==> config.mk <==
export PLATFORM = sky130hd
export DESIGN_NAME = pcgen
export DESIGN_NICKNAME = d
export VERILOG_FILES = /design/src/rtl/pcgen_pkg.sv /design/src/rtl/pcgen_brtarget.sv /design/src/rtl/pcgen.sv
export SDC_FILE = /design/constraint.sdc
export NUM_CORES = 1
export LEC_CHECK = 0
export ABC_AREA = 1
export ABC_CLOCK_PERIOD_IN_PS = 5800
export CELL_PAD_IN_SITES_DETAIL_PLACEMENT = 0
export CELL_PAD_IN_SITES_GLOBAL_PLACEMENT = 2
export CORE_ASPECT_RATIO = 0.6
export CORE_MARGIN = 3
export CORE_UTILIZATION = 28
export DETAILED_ROUTE_END_ITERATION = 10
export GPL_ROUTABILITY_DRIVEN = 0
export PLACE_DENSITY_LB_ADDON = 0.08
export SLEW_MARGIN = 40
export SYNTH_ARGS = -nofsm -noshare
export SYNTH_HDL_FRONTEND = slang
export SYNTH_SLANG_ARGS = --single-unit
==> constraint.sdc <==
create_clock -name clk -period 5.8 [get_ports clk]
set_clock_uncertainty 0.05 [all_clocks]
set_input_delay 0.87 -clock clk [delete_from_list [all_inputs] [get_ports clk]]
set_output_delay 0.87 -clock clk [all_outputs]
set_load 0.05 [all_outputs]
==> src/rtl/pcgen_pkg.sv <==
// Shared types and constants for the fetch PC generator.
package pcgen_pkg;

  // Controller states: normal fetch, post-redirect squash window, sticky fault.
  typedef enum logic [1:0] {
    RUN   = 2'd0,
    FLUSH = 2'd1,
    TRAP  = 2'd2
  } state_e;

  localparam int          DEF_FLUSHLEN = 2;
  localparam logic [31:0] DEF_RESETPC  = 32'h0000_0000;

  // Instruction fetch needs word alignment, so any set bit in [1:0] is a fault.
  function automatic logic isMisaligned(input logic [1:0] lowBits);
    return lowBits != 2'b00;
  endfunction

endpackage

==> src/rtl/pcgen_brtarget.sv <==
// Control-transfer target computation: branch/JAL use expc+imm, JALR uses
// rs1+imm with bit 0 cleared. Sums wrap modulo 2^DWIDTH.
module brtarget
  import pcgen_pkg::*;
#(
  parameter int DWIDTH = 32
) (
  input  logic              isjalr_i,
  input  logic [DWIDTH-1:0] expc_i,
  input  logic [DWIDTH-1:0] imm_i,
  input  logic [DWIDTH-1:0] rs1_i,
  output logic [DWIDTH-1:0] target_o,
  output logic              misaligned_o
);

  logic [DWIDTH-1:0] jalrSum;

  // JALR wins whenever it is asserted, even alongside JAL or branch flags.
  always_comb begin
    jalrSum = rs1_i + imm_i;
    if (isjalr_i) begin
      target_o = {jalrSum[DWIDTH-1:1], 1'b0};
    end else begin
      target_o = expc_i + imm_i;
    end
    misaligned_o = isMisaligned(target_o[1:0]);
  end

endmodule

==> src/rtl/pcgen.sv <==
// Fetch PC generator: sequential PC advance, execute-stage redirects with a
// fixed-width flush window, sticky trap on misaligned targets, and a
// saturating count of successful redirects.
module pcgen
  import pcgen_pkg::*;
#(
  parameter int                DWIDTH   = 32,
  parameter logic [DWIDTH-1:0] RESETPC  = DWIDTH'(DEF_RESETPC),
  parameter int                FLUSHLEN = DEF_FLUSHLEN
) (
  input  logic              clk,
  input  logic              reset,
  input  logic              stall,
  input  logic              exvalid,
  input  logic              isbranch,
  input  logic              isjal,
  input  logic              isjalr,
  input  logic              brnch,
  input  logic [DWIDTH-1:0] expc,
  input  logic [DWIDTH-1:0] imm,
  input  logic [DWIDTH-1:0] rs1,
  output logic [DWIDTH-1:0] pc,
  output logic [DWIDTH-1:0] pcplus4,
  output logic              flush,
  output logic              trap,
  output logic [DWIDTH-1:0] brcount
);

  // The counter holds the number of flush cycles still to come after the
  // current one, so it never needs to represent FLUSHLEN itself.
  localparam int              CNTW    = (FLUSHLEN > 1) ? $clog2(FLUSHLEN) : 1;
  localparam logic [CNTW-1:0] CNTLOAD = CNTW'(FLUSHLEN - 1);

  state_e            state_q, state_d;
  logic [DWIDTH-1:0] pc_q, pc_d;
  logic [DWIDTH-1:0] brcount_q, brcount_d;
  logic [CNTW-1:0]   cnt_q, cnt_d;
  logic              flush_q, flush_d;
  logic              trap_q, trap_d;

  logic              taken;
  logic [DWIDTH-1:0] pcSeq;
  logic [DWIDTH-1:0] target;
  logic              misaligned;

  brtarget #(
    .DWIDTH(DWIDTH)
  ) u_brtarget (
    .isjalr_i    (isjalr),
    .expc_i      (expc),
    .imm_i       (imm),
    .rs1_i       (rs1),
    .target_o    (target),
    .misaligned_o(misaligned)
  );

  // Next-state logic: redirects beat stall in RUN; FLUSH ignores the execute
  // stage and keeps fetching; TRAP freezes everything until reset.
  always_comb begin
    state_d   = state_q;
    pc_d      = pc_q;
    brcount_d = brcount_q;
    cnt_d     = cnt_q;
    flush_d   = flush_q;
    trap_d    = trap_q;
    taken     = exvalid & ((isbranch & brnch) | isjal | isjalr);
    pcSeq     = stall ? pc_q : pc_q + DWIDTH'(4);
    unique case (state_q)
      RUN: begin
        if (taken && !misaligned) begin
          pc_d    = target;
          flush_d = 1'b1;
          cnt_d   = CNTLOAD;
          state_d = FLUSH;
          if (brcount_q != '1) begin
            brcount_d = brcount_q + DWIDTH'(1);
          end
        end else if (taken) begin
          trap_d  = 1'b1;
          flush_d = 1'b1;
          state_d = TRAP;
        end else begin
          pc_d    = pcSeq;
          flush_d = 1'b0;
        end
      end
      FLUSH: begin
        pc_d = pcSeq;
        if (cnt_q != '0) begin
          cnt_d   = cnt_q - CNTW'(1);
          flush_d = 1'b1;
        end else begin
          flush_d = 1'b0;
          state_d = RUN;
        end
      end
      TRAP: begin
        trap_d  = 1'b1;
        flush_d = 1'b1;
      end
      default: begin
        state_d = RUN;
      end
    endcase
  end

  // State register with synchronous reset overriding every state.
  always_ff @(posedge clk) begin
    if (reset) begin
      state_q   <= RUN;
      pc_q      <= RESETPC;
      brcount_q <= '0;
      cnt_q     <= '0;
      flush_q   <= 1'b0;
      trap_q    <= 1'b0;
    end else begin
      state_q   <= state_d;
      pc_q      <= pc_d;
      brcount_q <= brcount_d;
      cnt_q     <= cnt_d;
      flush_q   <= flush_d;
      trap_q    <= trap_d;
    end
  end

  assign pc      = pc_q;
  assign pcplus4 = pc_q + DWIDTH'(4);
  assign flush   = flush_q;
  assign trap    = trap_q;
  assign brcount = brcount_q;

endmodule

Word level (Yosys, flattened, before mapping). Cells that the tools add are included.

Muxes and demuxes: 19. Eq/ne operators: 9. Bitwise gates (word level): 5. Reductions and logical operators: 12. Add/sub/neg operators: 5.

Operator list (count): 32-bit 2-to-1 mux (4); 32-bit adder (2); 32-bit case mux with 2 select lines (1); 32-bit by 1-bit adder with 32-bit output (second input constant) (1); 32-bit by 3-bit adder with 32-bit output (second input constant) (1); 32-bit != test (second input constant) (1); 3-bit AND reduction (3); 2-bit != test (second input constant) (4); 1-bit 2-to-1 mux (7); 2-bit 2-to-1 mux (3); 3-bit != test (second input constant) (2); 2-bit case mux with 3 select lines (1); 2-bit nonzero test (3); 1-bit case mux with 2 select lines (2); 2-bit AND reduction (2); 1-bit case mux with 3 select lines (1); 3-bit nonzero test (1); 1-bit bitwise AND (2); 2-bit by 1-bit equality test with 1-bit output (second input constant) (1); 2-bit equality test (second input constant) (1); 2-bit logical NOT (1); 1-bit bitwise OR (2); 1-bit logical AND (1); 1-bit logical NOT (1); other kinds (2) (2).

Bits in registers: 69. Logic and storage cells: 56. Output and inout bits: 98. Input bits: 104.

Longest topological paths before layout.
Depth in word-level cells: 7. Gate-level depth with buffers: 16. Depth with buffers taken out: 16.

By module. From an unflattened synthesis, not the netlist that was laid out.

Cell total of the unflattened synthesis: 1966. Area, all modules: 10143.5 µm².

By module, submodules not included: pcgen (instances 1, cells an instance 884, seq. area each 1381.3 µm², area each 5074.9 µm²); brtarget (instances 1, cells an instance 1082, seq. area each 0.0 µm², area each 5068.6 µm²).

Least setup slack after synthesis. Ideal clock, no wire load.

Path type: reg-to-output. From: register pc_q[2] (netlist: pc[2]). To: output pcplus4[16]. Setup slack: 2.470 ns. Data required time: 4.880 ns. Buffers on the path: 0. Stages on the path, launching flop included: 8. Arrival: 2.410 ns. Cell sequence: dfxtp_1 > ha_1 > nand2_1 > nor3_4 > inv_2 > nor2_4 > nand2_4 > xnor2_1.

Longest elaborated chain between the ends: 1.

Ends and longest elaborated chain: start, declared (RTL line pcgen.sv:35) `logic [DWIDTH-1:0] pc_q, pc_d;`; start signal, assigned (RTL line pcgen.sv:118) `pc_q <= pc_d;`; 32-bit by 3-bit adder with 32-bit output (RTL line pcgen.sv:127) `assign pcplus4 = pc_q + DWIDTH'(4);`; end, declared (RTL line pcgen.sv:23) `output logic [DWIDTH-1:0] pcplus4,`.

Every way passes these cells.

Final worst setup path.
From: register pc_q[2] (netlist: pc[2]). To: output pcplus4[11].

The elaborated chain is that of the path after synthesis.

==> metrics.md <==
| Metric | Value |
|---|---|
| Hold buffer count at cts | `0` |
| Multi-input gate area | `6910 µm²` |
| Hold/Removal Path Class | `flip-flop to flip-flop` |
| Largest net degree at the start of global routing | `46` |
| Area grow syn2layout | `28.3%` |
| Final Cell Area | `12400 µm²` |
| Synthesized area per cell | `5.40 µm²` |
| Port bufs | `201` |
| Period Utilization, post-route | `71.2%` |
| Non-Filler Instances | `2438` |
| Sum Neg Setup Slack | `0 ns` |
| Initial antenna violation count | `1` |
| Setup-failing EPs final | `0` |
| Critical path class | `flip-flop to primary output` |
| Crit. End Element | `primary output` |
| Synthesized instance count | `1790` |
| H-tree Lvls | `3` |
| Clock sink total | `69` |
| # IOs | `202` |
| Final-stage net count | `2146` |
| CP Launch Type | `flip-flop` |
| CP Data Arrival Time | `3.21 ns` |
| Power Density | `236 nW/µm²` |
| WP data required | `4.88 ns` |
| First-pass DRT Iterations | `6` |
| Worst-path fanout max | `6` |
| Max clock buf depth | `2` |
| Final core occ | `36.6%` |
| GRT Residual Overflow | `0` |
| DP HPWL | `39200 µm` |
| # fillers | `3844` |
| DRC violations left | `0` |
| Hold Path Depth | `2` |
| First-pass GRT wire length | `67800 µm` |
| Post-synthesis sequential area ratio | `14.3%` |
| Synthesized net count | `1963` |
| Status | `complete, no violations` |
| Slew at the pin closest to its max-slew limit | `0.760 ns` |
| Unrepaired setup endpoints after global routing | `no` |
| Routed WL | `46300 µm` |
| Root Buffer | `clkbuf_16` |
| Synth unique cells | `53` |
| Worst r2r path cells | `11` |
| Slew HR | `48.9%` |
| Vias per cell | `4.87` |
| Post-placement cell count | `2421` |
| DR vias | `11.9k` |
| Die height | `150 µm` |
| Initial detailed-routing violation count | `1140` |
| Synthesized cell area | `9670 µm²` |
| Worst-path clk slew | `0.06 ns` |
| Seq cells post-synth | `69` |
| Vias in the first global route | `10.7k` |
| Die Width | `246 µm` |
| Initial Util | `28.6%` |
| Post-CTS sizing | `0` |
| GR Util All Layers | `24.5%` |
| Routed Antenna Nets | `0` |
| Final hold vios | `0` |
| DP Area | `12100 µm²` |
| FP Rows | `52` |
| Reg area | `1380 µm²` |
| Die area | `36900 µm²` |
| Fin. max-slew vios | `0` |
| Worst VDD drop | `153 µV` |
| CTS tree | `built` |
| Ratio of cells with drive above 1 in the final layout | `3.24%` |
| Synthesis Warnings | `0` |
| Setup bufs post-CTS | `0` |
| Fmax | `242 MHz` |
| Worst skew pair latency | `0.35 ns` |
| Fin crit period | `4.13 ns` |
| Max-Cap Viols | `0` |
| Num CTS Buffers | `9` |
| Leakage power | `6.13 nW` |
| DR WL/cell | `19.0 µm` |
| Core area | `33800 µm²` |
| Hold slack | `0.425 ns` |
## worst paths after layout
kind	from	to	slack, ns
worst min-delay path	pc[1]$_SDFFE_PP0P_	pc[1]$_SDFFE_PP0P_	0.42
worst max-delay path	pc[2]$_SDFFE_PP0P_	pcplus4[11]	1.67
worst min register to register	pc[1]$_SDFFE_PP0P_	pc[1]$_SDFFE_PP0P_	0.42
worst max register to register	brcount[1]$_SDFFE_PP0P_	brcount[10]$_SDFFE_PP0P_	2.81
## worst max-delay path: stages, from the launching register on
cell             delay [ns]
dfxtp_1                0.49
nand2_1                0.11
nor2_2                 0.17
nand4_1                0.31
nor2_1                 0.51
xor2_1                 0.38
clkdlybuf4s50_1        0.89
## area by class of cell
type,count,share of cell area [%]
antenna,1,0.0202
timing repair buffer,207,16.6
tap,459,4.63
inverter,314,9.52
clock inverter,7,0.595
sequential,69,11.1
multi-input combinational,1372,55.7
clock buffer,9,1.82
## cell families (layout without fill, tap and decap cells)
kind of cell | count (synthesis) | count (layout) | synth area share, %
buffers and inverters | 349 | 537 | 14.3
multiplexers | 1 | 1 | 0.104
other | 0 | 1 | 0
AO/OA/AOI/OAI | 205 | 205 | 11.6
adder cells (fa/ha/maj) | 69 | 69 | 9.09
flip-flops | 69 | 69 | 14.3
XOR/XNOR | 53 | 53 | 5.04
AND/OR/NAND/NOR | 1044 | 1044 | 45.6
## stage by stage
| step | power (W) | worst slack, ns |
|---|---|---|
| 5_1_grt | 0.00309 | 1.62 |
| 4_1_cts | 0.00292 | 1.76 |
| 3_3_place_gp | 0.00234 | 1.64 |
| 3_5_place_dp | 0.00234 | 1.56 |
| 6_report | 0.00293 | 1.67 |
| 2_1_floorplan | 0.00173 | 2.47 |
## placed cells by master, fill, tap and decap left out, drive strengths merged, types with 4 or more instances in the layout
cell           instances
a21oi                118
a31oi                  4
and2                   4
buf                    7
clkbuf                 9
clkdlybuf4s50        200
clkinv                 5
dfxtp                 69
ha                    67
inv                  314
nand2                673
nand3                127
nand3b                14
nand4                 24
nor2                 145
nor3                  33
nor3b                  4
nor4                  13
o21ai                 53
o21bai                11
o22a                   5
o22ai                  4
or2                    6
xnor2                 15
xor2                  38
## routing by layer
metal,GRT usage [%],up-vias,part of all wire [%]
met4,2.24,0,0.50
met2,30.5,400,35
met1,42.5,5471,57
met5,0,-,0
li1,-,5988,-
met3,3.80,14,7.1
## cells in the mapped netlist, drive strengths merged
cell type / instances / area (µm²)
a31oi: 4 / 25.0
nor3: 33 / 191
or2: 6 / 37.5
ha: 67 / 838
xor2: 38 / 340
o211ai: 2 / 15.0
nor3b: 4 / 30.0
clkbuf: 16 / 62.6
nand4: 24 / 156
mux2i: 1 / 10.0
a41oi: 2 / 17.5
o22a: 5 / 43.8
nor2: 145 / 579
dfxtp: 69 / 1380
a21o: 1 / 7.51
and2: 4 / 25.0
buf: 19 / 141
xnor2: 15 / 146
fa: 2 / 40.0
nand3: 127 / 641
a21oi: 118 / 598
a211oi: 1 / 7.51
nor4: 13 / 87.6
nand3b: 14 / 105
and3: 1 / 6.26
o21bai: 11 / 82.6
o21a: 2 / 15.0
o21ai: 53 / 269
o31ai: 2 / 15.0
o22ai: 4 / 25.0
clkinv: 1 / 3.75
inv: 313 / 1170
nand2: 673 / 2550
## sequential cells by signal, indices dropped and copies added, names as in the netlist
register / count
trap: 1
pc: 32
cnt_q: 1
flush: 1
brcount: 32
state_q: 2
## report_power, final
group | total, W | internal, W | switching (W) | leakage [nW]
Clock | 0.000579 | 0.000335 | 0.000244 | 0.146
Sequential | 0.000657 | 0.000536 | 0.000121 | 0.562
Combinational | 0.00169 | 0.000539 | 0.00115 | 5.42
Total | 0.00293 | 0.00141 | 0.00152 | 6.13
Note: power is estimated with default switching activity, not from simulation.
